File: src/rtl/seq_multiplier_param.sv
// Parametrised shift-add multiplier with optional signed mode and early termination
// once the multiplier has no set bits left. One operation at a time, start/ready/done.
module seq_multiplier_param #(
  parameter int WIDTH = 8
) (
  input  logic               clk,
  input  logic               rst,
  input  logic               start,
  input  logic               signed_mode,
  input  logic [WIDTH-1:0]   A,
  input  logic [WIDTH-1:0]   B,
  output logic [2*WIDTH-1:0] Product,
  output logic               ready,
  output logic               done
);

  localparam int PW = 2 * WIDTH;
  localparam int CW = $clog2(WIDTH) + 1;

  localparam logic [0:0] IDLE = 1'b0;
  localparam logic [0:0] CALC = 1'b1;

  localparam logic [CW-1:0] LAST_CNT = CW'(WIDTH - 1);

  logic [0:0]       state_q,   state_d;
  logic [PW-1:0]    mcand_q,   mcand_d;
  logic [WIDTH-1:0] mplr_q,    mplr_d;
  logic [PW-1:0]    acc_q,     acc_d;
  logic             neg_q,     neg_d;
  logic [CW-1:0]    cnt_q,     cnt_d;
  logic [PW-1:0]    product_q, product_d;
  logic             done_q,    done_d;

  logic [WIDTH-1:0] a_mag;
  logic [WIDTH-1:0] b_mag;
  logic [PW-1:0]    addend;
  logic [PW-1:0]    sum;
  logic             last_iter;

  // The most negative operand negates to itself, which is its correct unsigned magnitude.
  assign a_mag = (signed_mode && A[WIDTH-1]) ? (~A + WIDTH'(1)) : A;
  assign b_mag = (signed_mode && B[WIDTH-1]) ? (~B + WIDTH'(1)) : B;

  assign addend    = mplr_q[0] ? mcand_q : '0;
  assign sum       = acc_q + addend;
  assign last_iter = (mplr_q[WIDTH-1:1] == '0) || (cnt_q == LAST_CNT);

  always_comb begin
    state_d   = state_q;
    mcand_d   = mcand_q;
    mplr_d    = mplr_q;
    acc_d     = acc_q;
    neg_d     = neg_q;
    cnt_d     = cnt_q;
    product_d = product_q;
    done_d    = 1'b0;

    case (state_q)
      IDLE: begin
        if (start) begin
          mcand_d = {{WIDTH{1'b0}}, a_mag};
          mplr_d  = b_mag;
          neg_d   = signed_mode & (A[WIDTH-1] ^ B[WIDTH-1]);
          acc_d   = '0;
          cnt_d   = '0;
          state_d = CALC;
        end
      end
      CALC: begin
        acc_d   = sum;
        mcand_d = mcand_q << 1;
        mplr_d  = mplr_q >> 1;
        cnt_d   = cnt_q + CW'(1);
        if (last_iter) begin
          // Negating a zero sum yields zero, so -0 never appears.
          product_d = neg_q ? (~sum + PW'(1)) : sum;
          state_d   = IDLE;
          done_d    = 1'b1;
        end
      end
      default: state_d = IDLE;
    endcase
  end

  always_ff @(posedge clk or posedge rst) begin
    if (rst) begin
      state_q   <= IDLE;
      mcand_q   <= '0;
      mplr_q    <= '0;
      acc_q     <= '0;
      neg_q     <= 1'b0;
      cnt_q     <= '0;
      product_q <= '0;
      done_q    <= 1'b0;
    end else begin
      state_q   <= state_d;
      mcand_q   <= mcand_d;
      mplr_q    <= mplr_d;
      acc_q     <= acc_d;
      neg_q     <= neg_d;
      cnt_q     <= cnt_d;
      product_q <= product_d;
      done_q    <= done_d;
    end
  end

  assign Product = product_q;
  assign ready   = (state_q == IDLE);
  assign done    = done_q;

endmodule

File: config.mk
export PLATFORM = sky130hd
export DESIGN_NAME = seq_multiplier_param
export DESIGN_NICKNAME = d
export VERILOG_FILES = /design/src/rtl/seq_multiplier_param.sv
export SDC_FILE = /design/constraint.sdc
export NUM_CORES = 1
export LEC_CHECK = 0
export CAP_MARGIN = 30
export CELL_PAD_IN_SITES_DETAIL_PLACEMENT = 2
export CELL_PAD_IN_SITES_GLOBAL_PLACEMENT = 2
export CORE_MARGIN = 2
export CORE_UTILIZATION = 35
export DETAILED_ROUTE_END_ITERATION = 7
export PLACE_DENSITY_LB_ADDON = 0.1
export SYNTH_ARGS = -nofsm -noshare
export SYNTH_HDL_FRONTEND = slang
export SYNTH_SLANG_ARGS = --single-unit
export TNS_END_PERCENT = 1
File: constraint.sdc
create_clock -name clk -period 4.6 [get_ports clk]
set_clock_uncertainty 0.2 [all_clocks]
set_input_delay 0.69 -clock clk [delete_from_list [all_inputs] [get_ports clk]]
set_output_delay 0.69 -clock clk [all_outputs]
set_load 0.01 [all_outputs]
==> flow_summary_export.csv <==
group,metric,value,unit
run_status,outcome,"finished, final reports clean",
synthesis,synth-edff-count,0,
routing,wl_per_cell,17.65,um
sta,fin_crit,3.677,ns
sta,finalMaxSlewViolations,0,
synthesis,synth_seq_area_share,38.07,%
flow_run,drv_cap,0,
sta,relSlewSlack,35.42,%
setup_path,start_kind,"register",
setup_path,worstPathArrival,3.68,ns
clock_tree,clk_latency,0.33,ns
floorplan,die_h,112.8,um
synthesis,synth.area.top_cells,"dfrtp_1 (38%), nand2_1 (7.9%), o21ai_0 (6.9%)",
routing,drtIter0Drc,149,
grt,antenna_found_initial,0,
synthesis,synth_cells,488,
setup_path,crit_fanout,17,
floorplan,die-area,0.01272,mm^2
clock_tree,clkTransAtPathRegs,0.06,ns
synthesis,synth_warnings,0,
synthesis,yosys_most_used_dff,"dfrtp_1",
setup_path,crit_top_cell,"a311oi_2",
clock_tree,htreeDepth,3,
setup_path,crit_chain,"and2_1, ha_1, fa_1, a21o_1, a311oi_2, o21ai_1, a2111oi_0, a311oi_2, nor3_1, a211o_1, nand3_1",
setup_path,crit_slowest_cell,"a2111oi_0",
routing,dr_total_vias,3689,
routing,totalWireLength,11700,um
sta,fin_tns_setup,0,ns
floorplan,ios,38,
floorplan,start_util,36.12,%
floorplan,core,0.01147,mm^2
synthesis,synthTopCellsByCount,"nand2_1 (87), dfrtp_1 (63), o21ai_0 (57)",
power,irDropWorstVdd,0.0002375,V
grt,gr-total-overflow,0,
clock_tree,numCtsBuffers,9,
synthesis,syn_area,0.004141,mm^2
floorplan,rows,39,
floorplan,fp.dieW,112.8,um
clock_tree,cts_setup_buffers,0,
setup_path,required,4.61,ns
synthesis,async_flop_share,100.0,%
sta,worst_pin_slew,0.9565,ns
synthesis,ys_types,57,
synthesis,syn_area_per_cell,8.487,um^2
grt,grt_pass1_vias,4065,
sta,fin_crit_sh,79.94,%
worst_hold_path,hold_path_class,"reg -> reg",
power,powerDensity,645.7,mW/mm^2
sta,finalSetupViolations,0,
clock_tree,postCtsHoldBufs,0,
setup_path,critPathMaxStageDelay,0.55,ns
synthesis,syn_nets,528,
grt,grt_max_degree,39,
setup_path,crit_type,"reg -> reg",
clock_tree,cts_resized,0,
cells_and_area,nNetsFinal,556,
synthesis,synth_top_area_cell,"dfrtp_1",
cells_and_area,diodes,0,
clock_tree,clockBufferDepth,2,
power,leakage,2.189,nW
sta,max_freq,271.9,MHz
setup_path,cp-end-kind,"register",
routing,avgViaCountPerCell,5.564,
placement,gp_congestion,0.7789,
setup_path,critPathBufInv,0,
placement,io_buffers,37,
sta,hold_violations,0,
sta,holdWs,0.2808,ns
routing,drc,0,
clock_tree,cts_root_buffer,"clkbuf_16",
clock_tree,cts_sinks,63,
placement,post-dp-hpwl,8555,um
synthesis,ys_seq_elements,63,
clock_tree,tritoncts,"built",
routing,drtAntennaViolNets,0,
cells_and_area,synthToLayoutAreaGrowth,18.37,%
cells_and_area,layout-drive-gt1-share,8.654,%
routing,first_pass_iters,6,
grt,grt_pass1_wl,20420,um
sta,rsz0062_at_grt,"false",
synthesis,yosysMostFrequentCell,"nand2_1",
synthesis,netlist.area_leader.share,38.07,%
setup_path,crit_family,"compound AO/OA/AOI/OAI gates",
grt,grt.total_usage,19.75,%
-- worst reg2reg max path: stages, from the launching register on --
cell,delay (ns)
dfrtp_1,0.52
and2_1,0.22
ha_1,0.20
fa_1,0.42
a21o_1,0.23
a311oi_2,0.34
o21ai_1,0.16
a2111oi_0,0.55
a311oi_2,0.14
nor3_1,0.33
a211o_1,0.18
nand3_1,0.06
-- worst paths after layout --
path / end / start / slack, ns / cells after the start
max: Product[15] / mplr_q[0] / 0.92 / 11
min: Product[1] / Product[1] / 0.28 / 2
max reg2reg: Product[15] / mplr_q[0] / 0.92 / 11
min reg2reg: Product[1] / Product[1] / 0.28 / 2
max in group asynchronous: Product[8] / rst / 3.29 / 3
min in group asynchronous: acc_q[1] / rst / 0.41 / 2
-- logic make-up (layout without fill, tap and decap cells) --
group / after synthesis / after routing / synth area share, %
buffers and inverters: 37 / 69 / 3.565
AND/OR/NAND/NOR: 190 / 190 / 21.24
AO/OA/AOI/OAI: 149 / 149 / 24.32
flip-flops: 63 / 63 / 38.07
adder cells (fa/ha/maj): 20 / 20 / 6.224
multiplexers: 3 / 3 / 0.7251
XOR/XNOR: 26 / 26 / 5.861
-- cell type report --
cell class	instances	area, um^2
multi-input combinational	388	2417
sequential	63	1577
fill	1295	6565
tap	143	178.9
clock inverter	5	25.02
inverter	12	45.04
clock buffer	10	239.0
timing repair buffer	42	420.4
-- state kept, by name (all words and copies together) (netlist names) --
name and flops:
mcand_q 16, acc_q 16, mplr_q 8, state_q 1, done 1, cnt_q 4
neg_q 1, Product 16
-- through the flow --
step | cells | instance area, um^2 | util (%) | setup WS [ns] | total power, mW
after floorplan | 488 | 4141 | - | 1.348 | 2.058
after global placement | 647 | 4618 | 40.27 | 1.042 | 2.485
after detailed placement | 648 | 4638 | 40.45 | 0.9275 | 2.566
after CTS | 663 | 4902 | 42.75 | 0.8880 | 3.211
after global routing | 663 | 4902 | 42.75 | 0.5386 | 3.458
final | 663 | 4902 | 42.75 | 0.9228 | 3.165
-- power breakdown --
| part | internal, mW | switching [mW] | total, mW |
|---|---|---|---|
| registers | 0.780 | 0.190 | 0.970 |
| clock network | 0.371 | 0.247 | 0.618 |
| logic | 0.648 | 0.929 | 1.58 |
| total | 1.80 | 1.37 | 3.17 |
-- cell usage in the layout, fill, tap and decap left out, types with 3 or more instances in the layout --
master	netlist	layout
and2_1	17	17
ha_1	19	19
a21oi_1	26	26
clkdlybuf4s50_1	0	37
and3_1	7	7
nor3_1	18	18
a21o_1	10	10
xnor2_1	14	14
or3_1	7	7
xor2_1	10	10
a211o_1	4	4
o31ai_1	4	4
clkinv_2	0	5
buf_4	0	4
dfrtp_1	63	63
o21ai_0	57	57
a31o_2	7	7
nand4_1	3	3
a31oi_1	3	3
o211ai_1	6	6
clkbuf_16	0	9
o21a_1	5	5
nand2b_1	3	3
o21ai_1	4	4
inv_1	11	10
nor2_1	25	25
nand3_1	14	14
mux2i_1	3	3
nand2_1	87	87
o22ai_1	3	3
-- per-layer routing --
layer  wire (um)  share of wire [%]  GRT usage (%)
met1        5507                 47          25.08
met3         285                2.4          3.482
met2        5791                 49          34.73
met4         119                1.0          5.203
met5           0                  0              0
Power figures use the tool's default switching activity.
